**src/rtl/microseq_ctrl.sv**
```systemverilog
// Control sequencer for the 10-bit single-bus datapath: FETCH, then 1-3 execute steps.
// Optional retired-instruction counter output RETIRED enabled by defining INSTR_CNT_EN.
module microseq_ctrl #(
  parameter int unsigned DW  = 10,
  parameter int unsigned AW  = 2,
  parameter int unsigned FNW = 4
) (
  input  logic           CLKb,
  input  logic           RSTb,
  input  logic           STEP,
  input  logic [DW-1:0]  INSTR,
  output logic           IRin,
  output logic           Ext,
  output logic [AW-1:0]  WRA,
  output logic           ENW,
  output logic [AW-1:0]  RDA,
  output logic           ENR,
  output logic           Ain,
  output logic           Gin,
  output logic           Gout,
  output logic [FNW-1:0] ALUFN,
  output logic           DONE,
  output logic           HALTED,
  output logic [2:0]     TSTEP
`ifdef INSTR_CNT_EN
  ,
  output logic [7:0]     RETIRED
`endif
);

  localparam logic [FNW-1:0] OP_LD   = FNW'(0);
  localparam logic [FNW-1:0] OP_MV   = FNW'(1);
  localparam logic [FNW-1:0] OP_HALT = FNW'(2);
  localparam logic [FNW-1:0] OP_NOP  = FNW'(3);

  typedef enum logic [2:0] {
    S_FETCH = 3'd0,
    S_EX1   = 3'd1,
    S_EX2   = 3'd2,
    S_EX3   = 3'd3,
    S_HALT  = 3'd7
  } state_t;

  state_t state, state_n;

  logic [FNW-1:0] op;
  logic [AW-1:0]  rx;
  logic [AW-1:0]  ry;
  logic           act;
  logic           unused_instr;

  assign op           = INSTR[DW-1 -: FNW];
  assign rx           = INSTR[DW-FNW-1 -: AW];
  assign ry           = INSTR[DW-FNW-AW-1 -: AW];
  assign unused_instr = ^INSTR[DW-FNW-2*AW-1:0];
  // Strobes are suppressed while stalled and while reset is asserted.
  assign act          = STEP && RSTb;

  always_ff @(posedge CLKb or negedge RSTb) begin
    if (!RSTb) state <= S_FETCH;
    else       state <= state_n;
  end

  // Next-state and strobe decode from state register and live INSTR.
  always_comb begin
    state_n = state;
    IRin    = 1'b0;
    Ext     = 1'b0;
    WRA     = '0;
    ENW     = 1'b0;
    RDA     = '0;
    ENR     = 1'b0;
    Ain     = 1'b0;
    Gin     = 1'b0;
    Gout    = 1'b0;
    ALUFN   = '0;
    DONE    = 1'b0;
    HALTED  = (state == S_HALT);
    TSTEP   = 3'(state);
    if (act) begin
      case (state)
        S_FETCH: begin
          Ext     = 1'b1;
          IRin    = 1'b1;
          state_n = S_EX1;
        end
        S_EX1: begin
          if (op == OP_LD) begin
            Ext     = 1'b1;
            ENW     = 1'b1;
            WRA     = rx;
            DONE    = 1'b1;
            state_n = S_FETCH;
          end else if (op == OP_MV) begin
            ENR     = 1'b1;
            RDA     = ry;
            ENW     = 1'b1;
            WRA     = rx;
            DONE    = 1'b1;
            state_n = S_FETCH;
          end else if (op == OP_HALT) begin
            state_n = S_HALT;
          end else if (op == OP_NOP) begin
            DONE    = 1'b1;
            state_n = S_FETCH;
          end else begin
            ENR     = 1'b1;
            RDA     = rx;
            Ain     = 1'b1;
            state_n = S_EX2;
          end
        end
        S_EX2: begin
          ENR     = 1'b1;
          RDA     = ry;
          Gin     = 1'b1;
          ALUFN   = op;
          state_n = S_EX3;
        end
        S_EX3: begin
          Gout    = 1'b1;
          ENW     = 1'b1;
          WRA     = rx;
          ALUFN   = op;
          DONE    = 1'b1;
          state_n = S_FETCH;
        end
        S_HALT:  state_n = S_HALT;
        default: state_n = S_FETCH;
      endcase
    end
  end

`ifdef INSTR_CNT_EN
  // DONE is already qualified by STEP, so it marks a retiring edge.
  always_ff @(posedge CLKb or negedge RSTb) begin
    if (!RSTb)     RETIRED <= 8'd0;
    else if (DONE) RETIRED <= RETIRED + 8'd1;
  end
`endif

endmodule

```
**config.mk**
```make
export PLATFORM = sky130hd
export DESIGN_NAME = microseq_ctrl
export DESIGN_NICKNAME = d
export VERILOG_FILES = /design/src/rtl/microseq_ctrl.sv
export SDC_FILE = /design/constraint.sdc
export NUM_CORES = 1
export LEC_CHECK = 0
export CELL_PAD_IN_SITES_DETAIL_PLACEMENT = 1
export CELL_PAD_IN_SITES_GLOBAL_PLACEMENT = 1
export CORE_MARGIN = 4
export CORE_UTILIZATION = 17
export DETAILED_ROUTE_END_ITERATION = 16
export PLACE_DENSITY_LB_ADDON = 0.1
export SETUP_SLACK_MARGIN = 0.02
export SLEW_MARGIN = 10
export SYNTH_ARGS = -nofsm -noshare
export SYNTH_HDL_FRONTEND = slang
export SYNTH_SLANG_ARGS = --single-unit
```
**constraint.sdc**
```tcl
create_clock -name CLKb -period 1.25 [get_ports CLKb]
set_clock_uncertainty 0.1 [all_clocks]
set_input_delay 0.1875 -clock CLKb [delete_from_list [all_inputs] [get_ports CLKb]]
set_output_delay 0.1875 -clock CLKb [all_outputs]
set_load 0.03 [all_outputs]
```
==> flow_summary.ini <==
[sta]
drv_slew = 0
timing.fmax_mhz = 595.0
max_slew.worst_pin.slew_ps = 246.3
finalWorstSetupSlack_ps = -430.8
slew_headroom_pct = 83.49
rsz0062_at_grt = yes
hold_viol = 0
period_share_pct = 134.5
setup_violations = 21
min_period_ps = 1681

[final_layout]
fin_area_um2 = 1127
final_cell_mix = 27 x buf_6, 17 x buf_4, 6 x dlygate4sd2_1
layout_commonest_cell = buf_6
stdcell_count = 138
fin_nets = 124
final_util_pct = 51.46
drive_above_1_share_pct = 75.45
largest_reg_flops = 3
n_antenna_cell = 0
synthToLayoutAreaGrowth_pct = 191.6

[clock_tree]
cts_sinks = 3
cts_made_buffers = 3
clock_latency_ps = 240
cts_max_level = 1
cts_buffer_depth = 2
path_clk_slew_ps = 40
cts_tree = yes
cts_root_buf = clkbuf_4

[yosys]
ys_ff_latch = 3
syn_avg_cell_area_um2 = 7.435
synth_top_area_share_pct = 19.42
synthSimpleGateAreaFrac_pct = 43.04
synth_xor_area_share_pct = 0
yosysTopAreaCell = dfrtp_1
yosys.area_share.adder_pct = 0
synth_top_family_by_area = simple AND/OR/NAND/NOR gates
synthCells = 52
synth_compound_gate_area_share_pct = 26.86
yosys_warnings = 0
synth_area_leaders = dfrtp_1 19%, and3_1 8.1%, buf_6 5.8%
muxShareOfSynthArea_pct = 0
syn-num-nets = 65
synth_flop_cell = dfrtp_1
ys_types = 26
ys_seq_area_share_pct = 19.42
synthArstFlopShare_pct = 100.0
synth_edf_count = 0
syn_area_um2 = 386.6

[power]
peakVddDrop_v = 0.0007992
clkPwrFrac_pct = 11.0
switching_share_pct = 45.80
power.net_switching_mw = 0.7670
p_leak_nw = 0.5201
totalPowerFinal_mw = 1.675
power.share.sequential_pct = 11.1
combPwrFrac_pct = 77.9
p_per_area_nw_per_um2 = 1486
p_int_mw = 0.9077

[floorplanning]
die_y_um = 55.69
io_pins = 33
rows = 17
initial_core_util_pct = 17.65
die_x_um = 55.69
dieArea_um2 = 3101
fp.coreArea_um2 = 2191

[critical_path]
cp-startpoint = TSTEP[2]$_DFFE_PN0P_
worstSetupPathType = reg2out
cp_max_fo = 5
crit-reg2reg-launch = TSTEP[1]$_DFFE_PN0P_
arrival_ps = 1390
startpoint_type = flop
cp-end-kind = output pin
required_ps = 960

[global_routing]
overflow = 0
grt_max_degree = 8
grtUsageTotal_pct = 11.73
grt_first_pass_wirelength_um = 2891
antenna_found_initial = 0
grt_pass1_vias = 638

[status]
violations = negative setup slack
status = finished with violations

[flow_run]
maxCapViolations = 0

[placement]
numPortBuffers = 30
gp_congestion = 0.7340
postPlaceCellArea_um2 = 865.8
hpwl_um = 1337
place_ws_ps = -586.0
place_inst = 126

[drt]
via_count = 624
drc = 0
viasPerCell = 4.522
wl_per_cell_um = 14.36
drt-total-wl_um = 1982
ant_nets = 0
dr.pass1.iters = 2
first_iter_violations = 3

[hold_path]
hp-class = in2async
## metrics by stage
step,hold slack [ps],TNS [ps]
2_1_floorplan,-208.1,-2265
3_3_place_gp,399.5,-8714
3_5_place_dp,405.9,-9036
4_1_cts,495.8,-6475
5_1_grt,547.6,-7807
6_report,507.8,-6888
## critical path, stage by stage (launching register included)
cell and delay [ps]:
dfrtp_2 430, nor2_4 190, o211ai_1 140, buf_4 180, nor2_4 80, buf_6 130
## per-layer routing
| layer | share of wire (%) | GRT usage (%) | routed length [um] | vias to the layer above |
|---|---|---|---|---|
| met3 | 4.3 | 2.088 | 85 | 5 |
| li1 | - | - | - | 306 |
| met1 | 41 | 13.87 | 810 | 292 |
| met5 | 0 | 0 | 0 | - |
| met2 | 52 | 21.45 | 1036 | 21 |
| met4 | 2.5 | 3.125 | 49 | 0 |
## Yosys cell counts, types with 2 or more instances
cell     n
a21o_1   2
a21oi_1  4
a32o_1   2
and3_1   5
buf_6    2
dfrtp_1  3
inv_1    5
nand2_1  3
nand3_1  2
nor2_1   5
nor3_1   3
o22ai_1  2
## power by group through the flow
stage / Combinational (mW) / Clock [mW] / Sequential (mW)
2_1_floorplan: 0.506 / 0 / 0.242
3_3_place_gp: 0.947 / 0 / 0.182
3_5_place_dp: 0.947 / 0 / 0.182
4_1_cts: 1.17 / 0.180 / 0.185
5_1_grt: 1.38 / 0.195 / 0.191
6_report: 1.31 / 0.184 / 0.186
## timing repair
item                       in CTS  in global routing
hold buffers                    1                  0
setup buffers                   5                  5
gates resized for setup        36                 17
setup endpoints to repair      23                 23
hold endpoints to repair        3                  0
pin swaps                      10                  6
## area by class of cell
| type | count | area [um2] |
|---|---|---|
| fill | 253 | 1064 |
| timing repair buffer | 56 | 549.3 |
| multi-input combinational | 42 | 416.7 |
| sequential | 3 | 78.83 |
| tap | 28 | 35.03 |
| clock buffer | 4 | 26.28 |
| inverter | 5 | 21.27 |
## kinds of logic after synthesis
family / after synthesis
compound gates: 15
buf+inv: 7
simple gates: 27
flops: 3
## path summary, 6_finish.rpt
| kind | to | slack [ps] | depth (start not counted) |
|---|---|---|---|
| max | WRA[1] | -430 | 5 |
| min | TSTEP[2]$_DFFE_PN0P_ | 510 | 3 |
| max reg2reg | TSTEP[1]$_DFFE_PN0P_ | -40 | 5 |
| min reg2reg | TSTEP[2]$_DFFE_PN0P_ | 650 | 3 |
| max in group asynchronous | TSTEP[1]$_DFFE_PN0P_ | 370 | 3 |
| min in group CLKb | TSTEP[2]$_DFFE_PN0P_ | 540 | 5 |
No activity file was read; power rests on OpenSTA's default activity.
==> RTL change 1: new RTL, same flow settings <==
Add a define of `INSTR_CNT_EN`.
--- a/src/rtl/microseq_ctrl.sv
+++ b/src/rtl/microseq_ctrl.sv
@@ -1,5 +1,7 @@
 // Control sequencer for the 10-bit single-bus datapath: FETCH, then 1-3 execute steps.
 // Optional retired-instruction counter output RETIRED enabled by defining INSTR_CNT_EN.
+`define INSTR_CNT_EN
+
 module microseq_ctrl #(
   parameter int unsigned DW  = 10,
   parameter int unsigned AW  = 2,
Behaviour (old outputs only; new: RETIRED): unchanged (equiv_simple and equiv_induct, registers matched by name and starting in step).
==> RTL change 1 against the unedited design <==
The run still ends with negative setup slack left. Synthesized area up 88%. Design area up 63%. Sequential power rose to 3.0 times the old value. Sequential cell count up 8. Wire length up 46%. Power up 71%. Non-clock buffer count up 20. Worst setup slack worse by 0.030 ns. Sequential share of layout area up 8.2 points. Critical path type unchanged. Highest routed layer is now met3.
==> RTL change 1: results (changes against the unedited design) <==
metal2 WL=1560 um (was 1040 um); GRT Overall Usage=11.5% (was 11.7%); met1 usage=14.6% (was 13.9%); Fill cells=446 (was 253); failing checks=negative setup slack (unchanged); final setup margin=-0.461 ns (was -0.431 ns); XOR/XNOR Fraction of Synth Area=8.43% (was 0%); Synth Net Count=95 (was 65); Post-Place Cell Area=1360 um^2 (was 866 um^2); Crit Path Max Fanout=3 (was 5); Seq. cell area=279 um^2 (was 78.8 um^2); post-DP HPWL=2160 um (was 1340 um); CTS resizes=62 (was 36); Signal buffers=76 (was 56); largest net degree at the start of global routing=10 (was 8); nets@finish=172 (was 124); outcome=finished with violations (unchanged); # Post-CTS Setup Buffers=11 (was 5); Sink Count=11 (was 3); M2 GR Usage=20.6% (was 21.5%); highest metal used=met3 (was met4); Placer Congestion=0.818 (was 0.734); Synth Area in Compound Gates=13.3% (was 26.9%); M3 GR Usage=2.74% (was 2.09%); final setup fails=30 (was 21); clock-cell share of area=2.45% (was 2.33%); CTS root buffer=clkbuf_8 (was clkbuf_4)
==> RTL change 1: cell count changes after synthesis, moves of 3 or more <==
cell,unedited run,this run
and2_1,0,3
dfrtp_1,3,11
inv_1,5,0
nor4_1,0,4
xor2_1,0,7
==> RTL change 1: power breakdown <==
group / leakage (uW) / switching [uW] / total [uW] / internal, uW
Sequential: 0.000142 / 104 / 551 / 447
Clock: 0.0000228 / 130 / 354 / 224
Combinational: 0.000693 / 974 / 1950 / 978
==> RTL change 1: worst paths after layout <==
path                       startpoint         end  slack, ns  depth (start not counted)
max                          TSTEP[2]      WRA[1]      -0.46                          5
min                        RETIRED[7]  RETIRED[7]       0.37                          1
max reg2reg                  TSTEP[2]  RETIRED[7]      -0.43                          6
min reg2reg                RETIRED[7]  RETIRED[7]       0.37                          1
max in group asynchronous        RSTb  RETIRED[1]       0.38                          3
min in group asynchronous        RSTb    TSTEP[2]       0.49                          3
==> RTL change 2: new RTL, config.mk and constraints unchanged <==
Made on the original files. Put a register stage on the output `IRin`, cleared by the reset. The value now appears one clock later. The other outputs are not delayed to match.
--- a/src/rtl/microseq_ctrl.sv
+++ b/src/rtl/microseq_ctrl.sv
@@ -41,6 +41,8 @@
     S_HALT  = 3'd7
   } state_t;
 
+  logic IRin_d;
+
   state_t state, state_n;
 
   logic [FNW-1:0] op;
@@ -64,7 +66,7 @@
   // Next-state and strobe decode from state register and live INSTR.
   always_comb begin
     state_n = state;
-    IRin    = 1'b0;
+    IRin_d  = 1'b0;
     Ext     = 1'b0;
     WRA     = '0;
     ENW     = 1'b0;
@@ -81,7 +83,7 @@
       case (state)
         S_FETCH: begin
           Ext     = 1'b1;
-          IRin    = 1'b1;
+          IRin_d  = 1'b1;
           state_n = S_EX1;
         end
         S_EX1: begin
@@ -139,5 +141,13 @@
   end
 `endif
 
+  always_ff @(posedge CLKb or negedge RSTb) begin
+    if (!RSTb) begin
+      IRin <= '0;
+    end else begin
+      IRin <= IRin_d;
+    end
+  end
+
 endmodule
 
Function: changed (Yosys sat finds a counterexample within 4 cycles, from zero or initial values and one cycle with RSTb low).
==> RTL change 2 against the unedited design <==
The flow still finishes with violations (negative setup slack). Sequential cell count grew 1. Non-clock buffer count grew 16. Critical path depth grew 2. Power grew 21%. Via count grew 23%. Wire length grew 31%. Synthesized area grew 16%. Global-route usage grew 3.4 points. Worst setup slack lost 0.28 ns. Design area grew 18%. Maximum frequency shrank 14%. Critical path type unchanged. Highest routed layer is now met3.
==> RTL change 2: results (changes against the unedited design) <==
worst hold path type=input port to register (was input port to async pin); M2 GR Usage=23.9% (was 21.5%); outcome=finished with violations (unchanged); WHS Endpoint=TSTEP[2]; Min Hold Slack=0.333 ns (was 0.508 ns); Routed met1 length=1160 um (was 810 um); final setup margin=-0.708 ns (was -0.431 ns); failing checks=negative setup slack (unchanged); grt total ovfl=0 (unchanged); Crit Path Max Fanout=3 (was 5); Setup Total Neg Slack=-10.35 ns (was -6.89 ns); R2R cell count=7 (was 5); Synth Net Count=75 (was 65); Data arrival, critical path=1.67 ns (was 1.39 ns); Detailed Routing Iterations Pass 1=4 (was 2); GRT Overall Usage=15.2% (was 11.7%); drt total wl=2600 um (was 1980 um); Met3 Wirelength=86 um (was 85 um); sequential share of the synthesized area=22.3% (was 19.4%); nets@finish=148 (was 124); Worst VDD drop=0.790 mV (was 0.799 mV); highest metal used=met3 (was met4); CP max stage delay=0.41 ns (was 0.43 ns); R2R Setup Slk=-0.46 ns (was -0.04 ns); crit path to=RDA[1] (was WRA[1]); Post-Place Cell Area=975 um^2 (was 866 um^2); Worst Tran Pin Value=0.367 ns (was 0.246 ns); DR vias/cell=4.71 (was 4.52); Synth area leaders=dfrtp_1, nor3_1, and2_1 (was dfrtp_1, and3_1, buf_6); largest net degree at the start of global routing=9 (was 8); met1 usage=20.8% (was 13.9%); initial drt markers=7 (was 3); metal2 WL=1350 um (was 1040 um); Leak=0.000619 uW (was 0.000520 uW); Finished Layout Cells=163 (was 138); Syn Area/Cell=7.24 um^2 (was 7.44 um^2); Post-synth ARST share=100% (unchanged); vias in the first global route=772 (was 638); final setup fails=22 (was 21); Synth Area in Compound Gates=32.9% (was 26.9%); dpl cells=141 (was 126); share of cells above drive strength 1=69.2% (was 75.5%); first-pass GRT wire length=3910 um (was 2890 um); post-DP HPWL=1670 um (was 1340 um)
==> RTL change 2: changes by cell type after synthesis, sizes merged, moves of 2 or more <==
cell	unedited run	this run
and3	7	0
nor3	3	9
clkbuf	0	3
and2	0	6
a32o	2	0
==> RTL change 2: cell families after synthesis <==
logic type             after synthesis
buffers and inverters                8
and+or+nand+nor                     32
AOI/OAI and AO/OA                   18
DFF                                  4
==> RTL change 2: timing repair <==
item	CTS	global route
gates cloned	0	0
resized for setup	62	10
hold endpoints to repair	4	0
pin swaps	15	6
buffers inserted	13	7
setup endpoints to repair	23	23
hold buffers	1	0
==> RTL change 2: final cells by class <==
class | instances | area [um^2]
inverter | 4 | 20.0
tap | 30 | 37.5
multi-input combinational | 50 | 464
timing repair buffer | 72 | 679
sequential | 4 | 103
clock buffer | 3 | 22.5
fill | 295 | 1170
==> RTL change 2: power breakdown <==
part	internal [uW]	leakage (uW)	switching (uW)
Clock	108	0.0000138	62.0
Sequential	169	0.0000484	35.9
Combinational	829	0.000557	829
